File: config.mk
export PLATFORM = sky130hd
export DESIGN_NAME = mc_sequencer
export DESIGN_NICKNAME = d
export VERILOG_FILES = /design/src/rtl/mc_sequencer.sv
export SDC_FILE = /design/constraint.sdc
export NUM_CORES = 1
export LEC_CHECK = 0
export CAP_MARGIN = 20
export CORE_MARGIN = 3
export CORE_UTILIZATION = 45
export CTS_CLUSTER_SIZE = 14
export DETAILED_ROUTE_END_ITERATION = 6
export PLACE_DENSITY = 0.73
export SYNTH_ARGS = -nofsm -noshare
export SYNTH_HDL_FRONTEND = slang
export SYNTH_SLANG_ARGS = --single-unit
export TNS_END_PERCENT = 30
File: constraint.sdc
create_clock -name clk -period 6.7 [get_ports clk]
set_clock_uncertainty 0.05 [all_clocks]
set_input_delay 1.675 -clock clk [delete_from_list [all_inputs] [get_ports clk]]
set_output_delay 1.675 -clock clk [all_outputs]
set_load 0.01 [all_outputs]
File: src/rtl/mc_sequencer.sv
`default_nettype none
// ============================================================================
// Module   : mc_sequencer
// Function : Multi-cycle MIPS-subset control sequencer
//            (FETCH/DECODE/EXEC/MEM/WB/HALT) with a retired-instruction counter.
// Revision : 1.0 - initial release
// ============================================================================
module mc_sequencer #(
    parameter int CNT_W = 32
) (
    input  logic             clk,
    input  logic             rst,
    input  logic [5:0]       opcode,
    input  logic [5:0]       funct,
    input  logic             zero,
    input  logic             halt_cond,
    input  logic             imem_ready,
    input  logic             dmem_ready,
    output logic             imem_req,
    output logic             ir_we,
    output logic             dmem_req,
    output logic             dmem_we,
    output logic             pc_we,
    output logic [1:0]       pc_sel,
    output logic             rf_we,
    output logic [1:0]       wb_sel,
    output logic [1:0]       rf_dst,
    output logic             retired,
    output logic [CNT_W-1:0] instr_cnt,
    output logic             halted,
    output logic             illegal
);

    localparam logic [2:0] c_FETCH  = 3'd0;
    localparam logic [2:0] c_DECODE = 3'd1;
    localparam logic [2:0] c_EXEC   = 3'd2;
    localparam logic [2:0] c_MEM    = 3'd3;
    localparam logic [2:0] c_WB     = 3'd4;
    localparam logic [2:0] c_HALT   = 3'd5;

    localparam logic [3:0] c_ALUR = 4'd0;
    localparam logic [3:0] c_ALUI = 4'd1;
    localparam logic [3:0] c_LW   = 4'd2;
    localparam logic [3:0] c_SW   = 4'd3;
    localparam logic [3:0] c_BEQ  = 4'd4;
    localparam logic [3:0] c_BNE  = 4'd5;
    localparam logic [3:0] c_J    = 4'd6;
    localparam logic [3:0] c_JR   = 4'd7;
    localparam logic [3:0] c_JAL  = 4'd8;
    localparam logic [3:0] c_SYS  = 4'd9;
    localparam logic [3:0] c_ILL  = 4'd10;

    logic [2:0] r_state;
    logic [2:0] w_next;
    logic [5:0] r_op;
    logic [5:0] r_fn;
    logic [3:0] w_cls;

    // IR is stable during DECODE; the latched copy steers EXEC through WB.
    always_ff @(posedge clk) begin
        if (rst) begin
            r_op <= 6'd0;
            r_fn <= 6'd0;
        end else if (r_state == c_DECODE) begin
            r_op <= opcode;
            r_fn <= funct;
        end
    end

    always_comb begin
        w_cls = c_ILL;
        case (r_op)
            6'b000000: begin
                case (r_fn)
                    6'b100000, 6'b100001, 6'b100010, 6'b100100, 6'b100101,
                    6'b100111, 6'b101010, 6'b101011, 6'b000000, 6'b000010,
                    6'b000011: w_cls = c_ALUR;
                    6'b001000: w_cls = c_JR;
                    6'b001100: w_cls = c_SYS;
                    default:   w_cls = c_ILL;
                endcase
            end
            6'b000010: w_cls = c_J;
            6'b000011: w_cls = c_JAL;
            6'b000100: w_cls = c_BEQ;
            6'b000101: w_cls = c_BNE;
            6'b001000, 6'b001001, 6'b001010, 6'b001100, 6'b001101: w_cls = c_ALUI;
            6'b100011: w_cls = c_LW;
            6'b101011: w_cls = c_SW;
            default:   w_cls = c_ILL;
        endcase
    end

    always_ff @(posedge clk) begin
        if (rst) r_state <= c_FETCH;
        else     r_state <= w_next;
    end

    always_comb begin
        w_next = r_state;
        case (r_state)
            c_FETCH:  if (imem_ready) w_next = c_DECODE;
            c_DECODE: w_next = c_EXEC;
            c_EXEC: begin
                case (w_cls)
                    c_ALUR, c_ALUI, c_JAL: w_next = c_WB;
                    c_LW, c_SW:            w_next = c_MEM;
                    c_SYS:                 w_next = halt_cond ? c_HALT : c_FETCH;
                    default:               w_next = c_FETCH;
                endcase
            end
            c_MEM:    if (dmem_ready) w_next = (w_cls == c_SW) ? c_FETCH : c_WB;
            c_WB:     w_next = c_FETCH;
            c_HALT:   w_next = c_HALT;
            default:  w_next = c_FETCH;
        endcase
    end

    always_comb begin
        imem_req = 1'b0;
        ir_we    = 1'b0;
        dmem_req = 1'b0;
        dmem_we  = 1'b0;
        pc_we    = 1'b0;
        pc_sel   = 2'b00;
        rf_we    = 1'b0;
        wb_sel   = 2'b00;
        rf_dst   = 2'b00;
        retired  = 1'b0;
        illegal  = 1'b0;
        case (r_state)
            c_FETCH: begin
                imem_req = 1'b1;
                ir_we    = imem_ready;
            end
            c_EXEC: begin
                case (w_cls)
                    c_BEQ: begin
                        pc_we = 1'b1; retired = 1'b1;
                        pc_sel = zero ? 2'b01 : 2'b00;
                    end
                    c_BNE: begin
                        pc_we = 1'b1; retired = 1'b1;
                        pc_sel = zero ? 2'b00 : 2'b01;
                    end
                    c_J:   begin pc_we = 1'b1; pc_sel = 2'b10; retired = 1'b1; end
                    c_JR:  begin pc_we = 1'b1; pc_sel = 2'b11; retired = 1'b1; end
                    c_SYS: begin pc_we = ~halt_cond; retired = 1'b1; end
                    c_ILL: begin pc_we = 1'b1; retired = 1'b1; illegal = 1'b1; end
                    default: ;
                endcase
            end
            c_MEM: begin
                dmem_req = 1'b1;
                dmem_we  = (w_cls == c_SW);
                if (dmem_ready && (w_cls == c_SW)) begin
                    pc_we   = 1'b1;
                    retired = 1'b1;
                end
            end
            c_WB: begin
                rf_we = 1'b1; pc_we = 1'b1; retired = 1'b1;
                case (w_cls)
                    c_ALUR: rf_dst = 2'b01;
                    c_LW:   wb_sel = 2'b01;
                    c_JAL:  begin rf_dst = 2'b10; wb_sel = 2'b10; pc_sel = 2'b10; end
                    default: ;
                endcase
            end
            default: ;
        endcase
        // Reset overrides whatever state was active, including a completing MEM.
        if (rst) begin
            imem_req = 1'b0; ir_we = 1'b0; dmem_req = 1'b0; dmem_we = 1'b0;
            pc_we = 1'b0; pc_sel = 2'b00; rf_we = 1'b0; wb_sel = 2'b00;
            rf_dst = 2'b00; retired = 1'b0; illegal = 1'b0;
        end
    end

    assign halted = (r_state == c_HALT);

    always_ff @(posedge clk) begin
        if (rst)          instr_cnt <= '0;
        else if (retired) instr_cnt <= instr_cnt + 1'b1;
    end

endmodule
`default_nettype wire

==> impl_metrics.csv, run 1 <==
group,metric,value,unit
cts,tritoncts,"built",
critical_path,setup.worst_path.class,"in -> out",
cells_and_area,final_core_utilization,60.53,%
cts,clock-sinks,51,
critical_path,start_kind,"input pin",
global_route,vias_in_the_first_global_route,2757,
place,gp_routability_congestion,0.8753,
critical_path,worst-endpoint-required,4.97,ns
critical_path,timing.critical_path.from,"dmem_ready",
cts,cts-root-to-sink-buffers,2,
timing,final-hold-violation-count,0,
cells_and_area,fill_cell_instance_count_of_the_final_layout,562,
cts,cts_hold_buf,0,
power_and_ir_drop,p_comb_share,18.1,%
floorplanning,placement_rows,28,
timing,unrepaired_setup_endpoints_after_global_routing,"false",
critical_path,crit_end,"pc_we",
route,dr_total_vias,2908,
power_and_ir_drop,power,0.6683,mW
logic_synthesis,ys_top_cells_by_area,"sky130_fd_sc_hd__dfxtp_1 36%, sky130_fd_sc_hd__nor2_1 5.0%, sky130_fd_sc_hd__a21oi_1 4.9%",
power_and_ir_drop,p_int,0.4870,mW
cts,ctsHtreeMaxLevel,2,
route,viasPerCell,5.947,
cts,cts.repair.resized,0,
timing,slew_headroom,49.76,%
route,drt_iter0_markers,90,
job,cap_violations,0,
power_and_ir_drop,power-per-cell-area,182.2,mW/mm2
global_route,grt_first_pass_wirelength,12.37,mm
timing,max_slew.worst_pin.slew,0.7345,ns
outcome,outcome,"finished, final reports clean",
cells_and_area,final_cell_area_excluding_filler_cells,0.003669,mm2
timing,max_freq,178.8,MHz
cells_and_area,layout-drive-gt1-share,5.556,%
cts,cts_setup_buffers,0,
timing,hold_slack,0.4427,ns
place,placement.setup.worst_slack,0.9520,ns
logic_synthesis,synth.cell_area,0.002874,mm2
global_route,gr-usage-all-layers,20.24,%
place,dp.cells,480,
global_route,largest_net_degree_at_the_start_of_global_routing,33,
place,dp_hpwl,5.321,mm
logic_synthesis,synth_enable_flop_cells,0,
logic_synthesis,netlist-cell-type-count,58,
floorplanning,floorplan.initialDensity,47.42,%
logic_synthesis,postSynthAreaPerCell,8.006,um2
cells_and_area,layout_commonest_cell,"sky130_fd_sc_hd__clkdlybuf4s50_1",
logic_synthesis,async_reset_ff_share,0,%
power_and_ir_drop,clock_share_of_power,33.1,%
cells_and_area,final_cell_mix,"63 x sky130_fd_sc_hd__clkdlybuf4s50_1, 51 x sky130_fd_sc_hd__dfxtp_1, 38 x sky130_fd_sc_hd__nor2_1, 28 x sky130_fd_sc_hd__a21oi_1, 23 x sky130_fd_sc_hd__nand2_1",
critical_path,rrSetupSlack,3.45,ns
logic_synthesis,synthDominantCellAreaShare,35.52,%
cells_and_area,layout.nets,432,
cells_and_area,num_antenna_cells,0,
critical_path,crit_fanout,16,
critical_path,r2r.worst_path.cells,7,
critical_path,r2r-end,"instr_cnt[31]",
floorplanning,i_o_pins,65,
power_and_ir_drop,maximum_vdd_drop,0.1257,mV
place,postPlaceCellArea,0.003540,mm2
floorplanning,fp.coreArea,0.006061,mm2
cts,num_cts_buffers,5,
floorplanning,dieArea,0.007381,mm2
critical_path,critPathArrivalTime,3.87,ns
timing,fin_tns_setup,0,ns
power_and_ir_drop,netSwitchingPower,0.1813,mW
logic_synthesis,synth_sequential_area_ratio,35.52,%
worst_hold_path,worst_hold_path_type,"reg -> reg",
timing,endpoints_failing_setup,0,
logic_synthesis,synthesis.instances,359,
global_route,antenna_found_initial,0,
cts,clkTransAtPathRegs,0.10,ns
cells_and_area,syn_to_final_growth,27.64,%
route,detail_route.wirelength,7.262,mm
power_and_ir_drop,leakage,1.169,nW
timing,post-route-period-util,83.46,%
logic_synthesis,synth-main-ff-cell,"sky130_fd_sc_hd__dfxtp_1",
floorplanning,floorplan.die.width,85.92,um
power_and_ir_drop,switching_share,27.13,%
logic_synthesis,synth_largest_area_cell,"sky130_fd_sc_hd__dfxtp_1",
route,drt-pass1-iter-count,4,
logic_synthesis,ys_warn_count,0,
global_route,global_route.overflow_total,0,
timing,fin_crit,5.592,ns
cts,clk_latency,0.30,ns
route,drt-wirelength-per-cell,14.85,um
route,detail_route.drc_violations,0,
cells_and_area,finalNonFillerCells,489,
route,detail-route-antenna-nets,0,
critical_path,r2r-start,"r_op[1]",
critical_path,worst_setup_path_end_kind,"output pin",
power_and_ir_drop,seq_power_share,48.8,%
logic_synthesis,synth_seq_cells,51,
floorplanning,die_height,85.92,um
logic_synthesis,syn-num-nets,378,
place,buffer_ports.inserted,64,
timing,fin_max_slew_vios,0,
timing,final.setup.worst_slack,1.108,ns
cts,cts.root.buffer_cell,"sky130_fd_sc_hd__clkbuf_8",
cells by family after synthesis:
kind of cell               share of synthesized area, %
muxes                                             5.311
and+or+nand+nor                                   29.91
AOI/OAI and AO/OA                                 22.20
xor gates and xnor gates                          1.219
DFF                                               35.52
buffers and inverters                             5.398
adders and majority gates                        0.4353
critical path, stage by stage:
cell,delay (ns)
sky130_fd_sc_hd__clkdlybuf4s50_1,0.51
sky130_fd_sc_hd__nand4_1,0.12
sky130_fd_sc_hd__o31ai_1,0.45
sky130_fd_sc_hd__nor3_2,0.13
sky130_fd_sc_hd__buf_6,0.18
sky130_fd_sc_hd__nor2_1,0.12
sky130_fd_sc_hd__o21a_1,0.14
sky130_fd_sc_hd__clkdlybuf4s50_1,0.53
worst min path at each step:
stage / startpoint / end / slack [ns] / cells after the start
after global routing: instr_cnt[30] / instr_cnt[30] / 0.48 / 2
after floorplan: instr_cnt[30] / instr_cnt[30] / 0.45 / 2
after detailed placement: instr_cnt[8] / instr_cnt[8] / 0.43 / 2
final: instr_cnt[8] / instr_cnt[8] / 0.44 / 2
after CTS: instr_cnt[8] / instr_cnt[8] / 0.45 / 2
after global placement: instr_cnt[8] / instr_cnt[8] / 0.43 / 2
sequential cells by signal (all words and copies together) (netlist names), named ones only:
register	count
instr_cnt	32
r_fn	6
r_op	6
r_state	3
power by group through the flow:
stage | Clock (mW) | Sequential [mW] | Combinational, mW
6_report | 0.221 | 0.326 | 0.121
2_1_floorplan | 0 | 0.326 | 0.0879
5_1_grt | 0.238 | 0.328 | 0.135
3_5_place_dp | 0 | 0.333 | 0.119
3_3_place_gp | 0 | 0.332 | 0.116
4_1_cts | 0.229 | 0.326 | 0.120
per-layer routing:
layer	global-route usage, %	share of wire [%]	vias to the layer above
met2	35.67	51	73
met3	3.362	4.6	10
met1	25.41	44	1383
met5	0	0	-
met4	5.468	0.96	0
li1	-	-	1442
cell type report:
class | instances | area [um2] | share of cell area, %
multi-input combinational | 270 | 1703 | 46.42
sequential | 51 | 1021 | 27.83
timing repair buffer | 68 | 669.4 | 18.25
tap | 75 | 93.84 | 2.558
clock buffer | 6 | 82.58 | 2.251
inverter | 17 | 63.81 | 1.739
clock inverter | 2 | 35.03 | 0.9550
Yosys cell counts, drive strengths merged, types with 7 or more instances:
cell type,instances
mux2i,13
clkbuf,12
nand2,23
o31ai,12
nor2,38
inv,17
nand3,14
a21oi,28
nor3,12
dfxtp,51
o21ai,12
buf,9
or4,9
or3,10
a31oi,7
nand4,11
(Power assumes the default switching activity.)
==> run 2, diff against run 1 <==
==> constraint.sdc (replaced) <==
create_clock -name clk -period 5.5 [get_ports clk]
set_clock_uncertainty 0.05 [all_clocks]
set_input_delay 1.375 -clock clk [delete_from_list [all_inputs] [get_ports clk]]
set_output_delay 1.375 -clock clk [all_outputs]
set_load 0.01 [all_outputs]
==> impl_metrics.csv, run 2 (synthesized netlist as in run 1, its figures left out) <==
group,metric,value,unit
job,cap_violations,0,
outcome,outcome,"finished, final reports clean",
critical_path,start_kind,"input pin",
route,route.top_layer_used,"met4",
cts,cts.repair.resized,0,
timing,final.setup.worst_slack,0.6499,ns
cells_and_area,layout-drive-gt1-share,5.783,%
power_and_ir_drop,maximum_vdd_drop,0.2393,mV
timing,post-route-period-util,88.18,%
cells_and_area,layout_commonest_cell,"sky130_fd_sc_hd__clkdlybuf4s50_1",
cts,cts-root-to-sink-buffers,2,
route,routed-wl-met3,314,um
timing,max_freq,206.2,MHz
floorplanning,i_o_pins,65,
critical_path,cp_slowest_stage_delay,0.53,ns
cts,clkTransAtPathRegs,0.10,ns
cts,tritoncts,"built",
cells_and_area,reg_top3,"instr_cnt (32), r_fn (6), r_op (6)",
cells_and_area,largest_register_ff_count,32,
critical_path,path_common_cell,"sky130_fd_sc_hd__clkdlybuf4s50_1",
global_route,gr-usage-all-layers,20.42,%
cts,ctsHtreeMaxLevel,2,
global_route,global_route.overflow_total,0,
global_route,vias_in_the_first_global_route,2793,
cts,clock-sinks,51,
route,dr_total_vias,2892,
place,placement.setup.worst_slack,0.3468,ns
cts,num_cts_buffers,5,
critical_path,crit_fanout,4,
timing,fin_tns_setup,0,ns
timing,max_slew.worst_pin.slew,0.7119,ns
critical_path,r2r.worst_path.cells,7,
critical_path,critPathBufInv,2,
critical_path,setup.worst_path.class,"in -> out",
critical_path,r2r-start,"r_op[1]",
route,routedLengthMet1,3.251,mm
cts,cts.root.buffer_cell,"sky130_fd_sc_hd__clkbuf_8",
route,detail_route.wirelength,7.202,mm
place,buffer_ports.inserted,64,
route,drt-pass1-iter-count,5,
timing,unrepaired_setup_endpoints_after_global_routing,"false",
floorplanning,fp.coreArea,0.006061,mm2
route,wl_met2,3.511,mm
place,postPlaceCellArea,0.003547,mm2
critical_path,timing.critical_path.from,"dmem_ready",
route,drt_iter0_markers,95,
route,viasPerCell,5.902,
worst_hold_path,worst_hold_path_type,"reg -> reg",
route,drt-wirelength-per-cell,14.70,um
worst_hold_path,min_from,"instr_cnt[8]",
critical_path,crit_path_cell_trace,"clkdlybuf4s50_1 > nand4_1 > o31ai_1 > nor3_2 > nor2_1 > o21a_1 > clkdlybuf4s50_1",
critical_path,worst_setup_path_end_kind,"output pin",
global_route,grt_first_pass_wirelength,12.39,mm
cts,cts_setup_buffers,0,
timing,fin_crit,4.850,ns
route,detail-route-antenna-nets,0,
critical_path,critPathArrivalTime,3.43,ns
critical_path,critical_path.slowest_cell,"sky130_fd_sc_hd__clkdlybuf4s50_1",
floorplanning,floorplan.die.width,85.92,um
timing,endpoints_failing_setup,0,
place,gp_routability_congestion,0.8807,
cells_and_area,final_core_utilization,60.71,%
cells_and_area,layout.nets,433,
cells_and_area,syn_to_final_growth,28.04,%
route,detail_route.drc_violations,0,
worst_hold_path,min_path_cells,2,
timing,fin_max_slew_vios,0,
cells_and_area,max_flop_register,"instr_cnt",
cells_and_area,final_cell_area_excluding_filler_cells,0.003680,mm2
power_and_ir_drop,power,0.8272,mW
cts,clk_latency,0.32,ns
power_and_ir_drop,power-per-cell-area,224.8,mW/mm2
global_route,antenna_found_initial,0,
place,dp_hpwl,5.186,mm
critical_path,cp_top_family,"buffers and inverters",
critical_path,critical_path_stages,7,
timing,final-hold-violation-count,0,
floorplanning,die_height,85.92,um
power_and_ir_drop,leakage,1.175,nW
global_route,largest_net_degree_at_the_start_of_global_routing,41,
cells_and_area,fill_cell_instance_count_of_the_final_layout,543,
floorplanning,placement_rows,28,
critical_path,worst-endpoint-required,4.07,ns
timing,slew_headroom,51.31,%
floorplanning,floorplan.initialDensity,47.42,%
cells_and_area,num_antenna_cells,0,
cts,cts_hold_buf,0,
floorplanning,dieArea,0.007381,mm2
cells_and_area,final_cell_mix,"63 x sky130_fd_sc_hd__clkdlybuf4s50_1, 51 x sky130_fd_sc_hd__dfxtp_1, 38 x sky130_fd_sc_hd__nor2_1, 28 x sky130_fd_sc_hd__a21oi_1, 23 x sky130_fd_sc_hd__nand2_1",
[run 2: per-layer routing]
metal  up-vias  track usage [%]
met2        67            35.39
met4         0            7.482
met3        15            4.419
met5         -                0
met1      1368            24.70
li1       1442                -
[run 2: cell type report]
type	count	area (um2)	area share, %
inverter	17	63.81	1.734
tap	75	93.84	2.550
clock buffer	6	82.58	2.244
multi-input combinational	270	1703	46.28
clock inverter	2	38.79	1.054
sequential	51	1021	27.75
timing repair buffer	69	676.9	18.40
[run 2: metrics by stage]
step	hold WS, ns	cells
finish	0.4464	490
global route	0.4846	490
CTS	0.4539	489
detailed placement	0.4396	481
global placement	0.4255	481
floorplan	0.4508	359
[run 2: final timing paths]
check | end | slack (ns)
setup / recovery | pc_we | 0.65
hold / removal | instr_cnt[8] | 0.45
setup reg to reg | instr_cnt[19] | 2.28
hold reg to reg | instr_cnt[8] | 0.45
[run 2: report_power, final]
group / internal [mW] / total [mW] / switching [mW]
clock: 0.150 / 0.284 / 0.134
sequential: 0.381 / 0.396 / 0.0149
combinational: 0.0654 / 0.148 / 0.0823
[run 2: worst register-to-register path, stage by stage, from the launching register on]
cell and delay [ns]:
sky130_fd_sc_hd__dfxtp_1 0.55, sky130_fd_sc_hd__or4b_1 0.51, sky130_fd_sc_hd__a311oi_2 0.38, sky130_fd_sc_hd__nand4_1 0.17, sky130_fd_sc_hd__o31a_1 0.33, sky130_fd_sc_hd__a311o_1 0.52, sky130_fd_sc_hd__or4_1 0.49, sky130_fd_sc_hd__a21oi_1 0.16
==> run 3, diff against run 2 <==
--- a/config.mk
+++ b/config.mk
@@ -6,7 +6,7 @@
 export NUM_CORES = 1
 export LEC_CHECK = 0
 export CAP_MARGIN = 20
-export CORE_MARGIN = 3
+export CORE_MARGIN = 10
 export CORE_UTILIZATION = 45
 export CTS_CLUSTER_SIZE = 14
 export DETAILED_ROUTE_END_ITERATION = 6
==> impl_metrics.csv, run 3 (synthesized netlist as in run 1, its figures left out) <==
group,metric,value,unit
outcome,outcome,"finished, final reports clean",
timing,final.setup.worst_slack,0.7599,ns
cts,clk_latency,0.31,ns
cells_and_area,syn_to_final_growth,27.99,%
cells_and_area,num_antenna_cells,0,
cts,clock-sinks,51,
floorplanning,i_o_pins,65,
place,placement.setup.worst_slack,0.7355,ns
timing,final-hold-violation-count,0,
power_and_ir_drop,maximum_vdd_drop,0.1783,mV
power_and_ir_drop,power,0.8266,mW
critical_path,critical_path.slowest_cell,"sky130_fd_sc_hd__clkdlybuf4s50_1",
floorplanning,floorplan.die.width,99.92,um
critical_path,setup.worst_path.class,"in -> out",
route,detail_route.drc_violations,0,
critical_path,cp_slowest_stage_delay,0.53,ns
cells_and_area,final_cell_area_excluding_filler_cells,0.003679,mm2
timing,slew_headroom,51.89,%
route,detail_route.wirelength,7.779,mm
global_route,grt_first_pass_wirelength,12.85,mm
place,buffer_ports.inserted,64,
timing,fin_tns_setup,0,ns
critical_path,r2r-end,"instr_cnt[31]",
place,dp_hpwl,5.800,mm
cells_and_area,final_core_utilization,58.60,%
floorplanning,dieArea,0.009983,mm2
global_route,largest_net_degree_at_the_start_of_global_routing,30,
critical_path,r2r.worst_path.cells,7,
timing,max_slew.worst_pin.slew,0.7035,ns
critical_path,worst_setup_path_end_kind,"output pin",
timing,fin_crit,4.740,ns
critical_path,crit_fanout,4,
route,drt-pass1-iter-count,6,
cts,cts-root-to-sink-buffers,2,
place,postPlaceCellArea,0.003557,mm2
critical_path,worst-endpoint-required,4.07,ns
floorplanning,die_height,99.92,um
cells_and_area,layout-drive-gt1-share,5.783,%
route,drt-wirelength-per-cell,15.81,um
floorplanning,floorplan.initialDensity,45.78,%
critical_path,critPathBufInv,2,
cts,cts_setup_buffers,0,
critical_path,rrSetupSlack,2.26,ns
floorplanning,placement_rows,29,
cts,cts.repair.resized,0,
timing,post-route-period-util,86.18,%
floorplanning,fp.coreArea,0.006277,mm2
worst_hold_path,min_path_cells,2,
critical_path,cp_top_family,"buffers and inverters",
cells_and_area,reg_top3,"instr_cnt (32), r_fn (6), r_op (6)",
critical_path,crit_path_cell_trace,"clkdlybuf4s50_1 > nand4_1 > o31ai_1 > nor3_2 > nor2_1 > o21a_1 > clkdlybuf4s50_1",
cts,num_cts_buffers,5,
cells_and_area,largest_register_ff_count,32,
cts,ctsHtreeMaxLevel,2,
route,viasPerCell,5.892,
worst_hold_path,min_from,"instr_cnt[8]",
global_route,vias_in_the_first_global_route,2757,
global_route,global_route.overflow_total,0,
cts,cts_hold_buf,0,
route,dr_total_vias,2899,
worst_hold_path,worst_hold_path_type,"reg -> reg",
timing,endpoints_failing_setup,0,
power_and_ir_drop,power-per-cell-area,224.7,mW/mm2
critical_path,critPathArrivalTime,3.32,ns
cells_and_area,layout_commonest_cell,"sky130_fd_sc_hd__clkdlybuf4s50_1",
cells_and_area,final_cell_mix,"63 x sky130_fd_sc_hd__clkdlybuf4s50_1, 51 x sky130_fd_sc_hd__dfxtp_1, 38 x sky130_fd_sc_hd__nor2_1, 28 x sky130_fd_sc_hd__a21oi_1, 23 x sky130_fd_sc_hd__nand2_1",
cts,cts.root.buffer_cell,"sky130_fd_sc_hd__clkbuf_8",
critical_path,start_kind,"input pin",
cells_and_area,max_flop_register,"instr_cnt",
route,drt_iter0_markers,117,
global_route,antenna_found_initial,0,
worst_hold_path,hold_path_end,"instr_cnt[8]",
route,detail-route-antenna-nets,0,
critical_path,path_common_cell,"sky130_fd_sc_hd__clkdlybuf4s50_1",
cts,clkTransAtPathRegs,0.10,ns
cts,tritoncts,"built",
timing,max_freq,211.0,MHz
cells_and_area,layout.nets,433,
timing,unrepaired_setup_endpoints_after_global_routing,"false",
power_and_ir_drop,leakage,1.173,nW
cells_and_area,fill_cell_instance_count_of_the_final_layout,577,
critical_path,r2r-start,"r_op[1]",
job,cap_violations,0,
global_route,gr-usage-all-layers,15.07,%
place,gp_routability_congestion,0.8222,
timing,fin_max_slew_vios,0,
-- run 3: cell counts in the layout (fill, tap and decap cells not counted) --
Identical to the previous run, type by type.
-- run 3: metal layers --
| metal | vias up | track usage [%] | wire (um) |
|---|---|---|---|
| li1 | 1448 | - | - |
| met1 | 1361 | 16.71 | 3240 |
| met2 | 81 | 26.58 | 3880 |
| met3 | 9 | 4.739 | 579 |
| met4 | 0 | 4.961 | 79 |
| met5 | - | 0 | 0 |
-- run 3: power breakdown --
part           switching, mW  internal [mW]
clock                  0.131          0.150
sequential            0.0179          0.381
combinational         0.0816         0.0649
-- run 3: cell type report --
type | instances | area (um2) | share of cell area (%)
Clock buffer | 6 | 82.58 | 2.245
Timing Repair Buffer | 69 | 673.1 | 18.30
Clock inverter | 2 | 38.79 | 1.054
Inverter | 17 | 63.81 | 1.735
Sequential cell | 51 | 1021 | 27.76
Multi-Input combinational cell | 270 | 1703 | 46.29
Tap cell | 77 | 96.34 | 2.619
-- run 3: worst max path at each step --
stage	startpoint	to	cells after the start	slack, ns
floorplan	dmem_ready	pc_we	6	1.46
global placement	dmem_ready	pc_we	7	0.77
detailed placement	dmem_ready	pc_we	7	0.74
CTS	dmem_ready	pc_we	7	0.73
global route	dmem_ready	pc_we	7	0.54
finish	dmem_ready	pc_we	7	0.76
-- run 3: worst register-to-register path: cells and delay by family (launching register included) --
kind	cells	cell delay (ns)
AO/OA/AOI/OAI	3	1.25
flip-flops	1	0.57
multiplexers	1	0.34
AND/OR/NAND/NOR	3	0.94
-- run 3: through the flow --
stage	hold WS [ns]	std cells
finish	0.4416	492
CTS	0.4414	492
global placement	0.4231	484
detailed placement	0.4268	484
global route	0.4737	492
floorplan	0.4508	359
